File: config.mk
export PLATFORM = sky130hd
export DESIGN_NAME = accum_calc
export DESIGN_NICKNAME = d
export VERILOG_FILES = /design/src/rtl/calc_pkg.sv /design/src/rtl/alu_core.sv /design/src/rtl/accum_calc.sv
export SDC_FILE = /design/constraint.sdc
export NUM_CORES = 1
export LEC_CHECK = 0
export CORE_MARGIN = 4
export CORE_UTILIZATION = 30
export DETAILED_ROUTE_END_ITERATION = 6
export DONT_BUFFER_PORTS = 1
export HOLD_SLACK_MARGIN = 0.08
export PLACE_DENSITY = 0.47
export SLEW_MARGIN = 15
export SYNTH_ARGS = -nofsm -noshare
export SYNTH_HDL_FRONTEND = slang
export SYNTH_SLANG_ARGS = --single-unit
File: constraint.sdc
create_clock -name clk -period 3.5 [get_ports clk]
set_input_delay 0.35 -clock clk [delete_from_list [all_inputs] [get_ports clk]]
set_output_delay 0.35 -clock clk [all_outputs]
set_load 0.02 [all_outputs]
File: src/rtl/calc_pkg.sv
// -----------------------------------------------------------------------------
// calc_pkg
//
// Shared definitions for the accumulator calculator:
//   - ACC_W / ALU_W : accumulator and ALU datapath widths
//   - ALUOP_*       : 4-bit op codes understood by alu_core
//   - calc_op_e     : 3-bit button op select, indexed as {left, center, right}
//   - sext_acc()    : sign-extends an accumulator-width value to ALU width
// -----------------------------------------------------------------------------
package calc_pkg;

    localparam int ACC_W = 16;
    localparam int ALU_W = 32;

    // alu_core op codes. Codes not listed here make the ALU return zero.
    localparam logic [3:0] ALUOP_AND  = 4'b0000;
    localparam logic [3:0] ALUOP_OR   = 4'b0001;
    localparam logic [3:0] ALUOP_ADD  = 4'b0010;
    localparam logic [3:0] ALUOP_NOR  = 4'b0100;
    localparam logic [3:0] ALUOP_XOR  = 4'b0101;
    localparam logic [3:0] ALUOP_SUB  = 4'b0110;
    localparam logic [3:0] ALUOP_LESS = 4'b0111;
    localparam logic [3:0] ALUOP_SRL  = 4'b1000;
    localparam logic [3:0] ALUOP_SLL  = 4'b1001;
    localparam logic [3:0] ALUOP_SRA  = 4'b1010;

    // Calculator operation as selected by the {left, center, right} buttons.
    typedef enum logic [2:0] {
        CALC_ADD  = 3'b000,
        CALC_SUB  = 3'b001,
        CALC_OR   = 3'b010,
        CALC_AND  = 3'b011,
        CALC_XOR  = 3'b100,
        CALC_LESS = 3'b101,
        CALC_SLL  = 3'b110,
        CALC_SRA  = 3'b111
    } calc_op_e;

    // Sign-extend an accumulator-width operand to the ALU datapath width.
    function automatic logic [ALU_W-1:0] sext_acc(input logic [ACC_W-1:0] v);
        return {{(ALU_W-ACC_W){v[ACC_W-1]}}, v};
    endfunction

endpackage : calc_pkg

File: src/rtl/alu_core.sv
// -----------------------------------------------------------------------------
// alu_core
//
// Purely combinational 32-bit ALU.
//
// Ports:
//   op1    [31:0] in   first operand
//   op2    [31:0] in   second operand; op2[4:0] is the shift amount for shifts
//   alu_op [3:0]  in   operation code (calc_pkg::ALUOP_*)
//   zero          out  1 when result is all zeros
//   result [31:0] out  operation result
//
// ADD/SUB wrap in two's complement with no overflow indication. LESS is a
// signed compare returning 1 or 0. Unrecognised op codes produce 0.
// -----------------------------------------------------------------------------
module alu_core
    import calc_pkg::*;
(
    input  logic [ALU_W-1:0] op1,
    input  logic [ALU_W-1:0] op2,
    input  logic [3:0]       alu_op,
    output logic             zero,
    output logic [ALU_W-1:0] result
);

    // Only the low five bits select a shift distance; the rest are ignored.
    logic [4:0] shamt;
    assign shamt = op2[4:0];

    always_comb begin
        result = '0;
        case (alu_op)
            ALUOP_AND:  result = op1 & op2;
            ALUOP_OR:   result = op1 | op2;
            ALUOP_ADD:  result = op1 + op2;
            ALUOP_SUB:  result = op1 - op2;
            ALUOP_LESS: result = ($signed(op1) < $signed(op2)) ? {{(ALU_W-1){1'b0}}, 1'b1} : '0;
            ALUOP_SRL:  result = op1 >> shamt;
            ALUOP_SLL:  result = op1 << shamt;
            ALUOP_SRA:  result = $unsigned($signed(op1) >>> shamt);
            ALUOP_XOR:  result = op1 ^ op2;
            ALUOP_NOR:  result = ~(op1 | op2);
            default:    result = '0;
        endcase
    end

    assign zero = (result == '0);

endmodule : alu_core

File: src/rtl/accum_calc.sv
// -----------------------------------------------------------------------------
// accum_calc
//
// 16-bit accumulator calculator driven by five push-buttons and a switch bank.
// The accumulator is combined with the switches by an operation chosen with
// {left, center, right}; the result is committed when down is high at a
// rising clock edge. up clears the accumulator and wins over down.
//
// Ports:
//   clk             in   system clock, rising-edge active
//   up              in   synchronous active-high accumulator reset
//   center          in   op-select bit 1
//   left            in   op-select bit 2 (MSB)
//   right           in   op-select bit 0 (LSB)
//   down            in   accumulate strobe, level-sampled on every edge
//   switches [15:0] in   second operand
//   led      [15:0] out  current accumulator value (register output)
//
// Strobe semantics: down is not a valid/ready handshake and has no edge
// detection. Every rising edge with up=0 and down=1 performs one commit, so a
// held button keeps re-applying the operation once per clock.
// -----------------------------------------------------------------------------
module accum_calc
    import calc_pkg::*;
(
    input  logic             clk,
    input  logic             up,
    input  logic             center,
    input  logic             left,
    input  logic             right,
    input  logic             down,
    input  logic [ACC_W-1:0] switches,
    output logic [ACC_W-1:0] led
);

    logic [ACC_W-1:0] acc;

    calc_op_e         calc_op;
    logic [3:0]       alu_op;
    logic [ALU_W-1:0] op1;
    logic [ALU_W-1:0] op2;
    logic [ALU_W-1:0] alu_result;
    logic             alu_zero;

    // -------------------------------------------------------------------------
    // Button decode: {left, center, right} -> ALU op code
    // -------------------------------------------------------------------------
    assign calc_op = calc_op_e'({left, center, right});

    always_comb begin
        alu_op = ALUOP_ADD;
        case (calc_op)
            CALC_ADD:  alu_op = ALUOP_ADD;
            CALC_SUB:  alu_op = ALUOP_SUB;
            CALC_OR:   alu_op = ALUOP_OR;
            CALC_AND:  alu_op = ALUOP_AND;
            CALC_XOR:  alu_op = ALUOP_XOR;
            CALC_LESS: alu_op = ALUOP_LESS;
            CALC_SLL:  alu_op = ALUOP_SLL;
            CALC_SRA:  alu_op = ALUOP_SRA;
            default:   alu_op = ALUOP_ADD;
        endcase
    end

    // Both operands are sign-extended so LESS and SRA see 16-bit signed values.
    assign op1 = sext_acc(acc);
    assign op2 = sext_acc(switches);

    alu_core u_alu (
        .op1    (op1),
        .op2    (op2),
        .alu_op (alu_op),
        .zero   (alu_zero),
        .result (alu_result)
    );

    // The zero flag and the upper result half have no consumer here: results
    // are truncated to the accumulator width and overflow wraps silently.
    logic unused_alu_bits;
    assign unused_alu_bits = &{1'b0, alu_zero, alu_result[ALU_W-1:ACC_W]};

    // -------------------------------------------------------------------------
    // Accumulator register
    // -------------------------------------------------------------------------
    always_ff @(posedge clk) begin
        if (up) begin
            acc <= '0;
        end else if (down) begin
            acc <= alu_result[ACC_W-1:0];
        end
    end

    // LEDs come straight from the register; no combinational input path.
    assign led = acc;

endmodule : accum_calc

==> results_dict.tcl <==
set metrics [dict create \
    rsz0062_at_grt "false" \
    period_share_pct 82.74 \
    nets 670 \
    arrival_ps 3040 \
    wire_per_inst_um 21.63 \
    synth_area_um2 4305 \
    final-max-slew-violation-count 0 \
    io_buffers 0 \
    hold_path_startpoint "up" \
    yosysWarnings 0 \
    viasPerCell 5.957 \
    postCtsHoldBufs 0 \
    drcViolationCount 0 \
    crit_type "flop to flop" \
    hold_violations 0 \
    clk-insertion-delay-late_ps 260 \
    seqPwrFrac_pct 19.8 \
    path_max_fanout 9 \
    power_frac_comb_pct 57.8 \
    clock_sinks 16 \
    wl_um 16700 \
    clock_path_buffers 2 \
    start_util_pct 30.78 \
    synthCells 618 \
    fin_util_pct 32.39 \
    synth-seq-cells 16 \
    p_leak_uw 0.001793 \
    synth.distinct_cells 74 \
    outcome "finished, final reports clean" \
    synthToLayoutAreaGrowth_pct 5.231 \
    post_cts_buffers 0 \
    internal-power_uw 601.7 \
    grt_pass1_vias 4289 \
    worstPathRequired_ps 3640 \
    critPathCaptureType "flop" \
    core_um2 13990 \
    switchingPower_uw 522.2 \
    layout.cells.non_filler 772 \
    dr.pass1.iters 5 \
    ir_worst_vdd_mv 0.1448 \
    worst_slew_pin_slew_ps 818.1 \
    finalSetupViolCount 0 \
    cts_tree "yes" \
    num_io_pins 38 \
    row_count 43 \
    timing.rr.start "led[4]$_SDFFE_PP0P_" \
    tns_ps 0 \
    dp_hpwl_um 12730 \
    drive_gt1_share_pct 9.459 \
    antenna_found_initial 0 \
    maxCapViolCount 0 \
    synth_edf_count 0 \
    async_reset_ff_share_pct 0 \
    max_freq_mhz 345.3 \
    final_common_cell "nor2_1" \
    hold_path_class "primary input to flop" \
    max-slew-margin-rel_pct 45.46 \
    fin_crit_ps 2896 \
    syn_nets 694 \
    largest_reg_flops 16 \
    fillers 1538 \
    cts-root-buf "clkbuf_16" \
    vias 4599 \
    grt_max_degree 61 \
    cp-startpoint "led[4]$_SDFFE_PP0P_" \
    fin_ws_ps 604.1 \
    power_density_nw_per_um2 248.1 \
    drt_iter0_drc 479 \
    place_congestion 0.9791 \
    skew_ps 2.631 \
    cts_resized 0 \
    clk_pin_slew_worst_paths_ps 60 \
    power.total_uw 1124 \
    cts_buffers 3 \
    ys.flop_type "dfxtp_1" \
    dieArea_um2 16330 \
    place_ws_ps 620.4 \
    cts_htree_levels 1 \
    diodes 0 \
    overflow 0 \
    ys_seq_area_share_pct 7.440 \
    grt_first_pass_wirelength_um 25900 \
    ant_nets 0 \
    swShare_pct 46.47 \
    synth_area_per_cell_um2 6.967 \
    layout_common_cells "nor2_1, a21oi_1, ha_1, o21ai_0, nand2_1" \
    die_h_um 127.8 \
    p_clk_share_pct 22.5 \
    place_inst 769 \
    fp.dieW_um 127.8 \
    cp-start-kind "flop" \
    grt_use_total_pct 20.23 \
]
==> worst paths after layout <==
check	end	slack, ps	cells after the start
setup / recovery	led[15]$_SDFFE_PP0P_	600	10
hold / removal	led[5]$_SDFFE_PP0P_	160	1
setup reg to reg	led[15]$_SDFFE_PP0P_	600	10
hold reg to reg	led[13]$_SDFFE_PP0P_	680	3
==> metal layers <==
layer / up-vias / wire [um] / global-route usage (%) / share of wire, %
met1: 2193 / 7215 / 27.80 / 43
met5: - / 0 / 0 / 0
met2: 186 / 7541 / 31.92 / 45
met3: 26 / 1524 / 5.042 / 9.1
li1: 2194 / - / - / -
met4: 0 / 414 / 4.744 / 2.5
==> power groups by stage <==
stage	Combinational (uW)	Sequential, uW	Clock (uW)
after floorplan	485	251	0
after global placement	644	225	0
after detailed placement	639	226	0
after CTS	643	222	256
after global routing	716	225	263
final	649	222	253
==> Yosys cell counts (6+ instances only) <==
cell type	number	share of area (%)
nor2_1	86	7.5
a21oi_1	71	8.3
ha_1	52	15
o21ai_0	49	5.7
nand2_1	47	4.1
inv_1	38	3.3
clkbuf_1	27	2.4
mux2i_1	23	5.3
dfxtp_1	16	7.4
nor3_1	16	1.9
buf_2	15	1.7
mux4_2	13	6.8
nand3_1	13	1.5
a211oi_1	12	2.1
o21bai_1	10	1.7
xnor2_1	9	1.8
a31oi_1	8	1.2
nand2b_1	7	1.0
o31ai_1	7	1.2
a311oi_1	6	1.2
nor2b_1	6	0.87
o211ai_1	6	1.0
==> through the flow <==
stage | hold slack (ps) | area [um2]
final | 158.6 | 4531
after global routing | 151.2 | 4531
after CTS | 152.0 | 4531
after detailed placement | 428.8 | 4456
after global placement | 429.8 | 4456
after floorplan | 633.5 | 4305
==> area by class of cell <==
cell class,instances,area (um2),area share (%)
multi-input combinational,514,3622,79.95
sequential,16,320.3,7.070
tap,180,225.2,4.971
inverter,42,160.2,3.535
timing repair buffer,17,127.6,2.817
clock buffer,3,75.07,1.657
==> worst max-delay path: stages (launching register included) <==
cell and delay, ps:
dfxtp_1 330, inv_1 70, ha_1 440, nor2_2 200, o311ai_1 220, a2111oi_2 580, nor2_1 110, o41ai_2 310
mux2_1 360, nand3_1 80, a31oi_1 80
==> kinds of logic (layout without fill, tap and decap cells) <==
| logic type | Yosys count | in the layout | synth area share, % |
|---|---|---|---|
| compound gates | 215 | 215 | 32.64 |
| simple gates | 193 | 193 | 19.76 |
| buf+inv | 88 | 62 | 8.428 |
| fa+ha+maj | 54 | 54 | 16.04 |
| mux | 41 | 41 | 13.46 |
| flops | 16 | 16 | 7.440 |
| xor+xnor | 11 | 11 | 2.238 |
(Power assumes the default switching activity.)
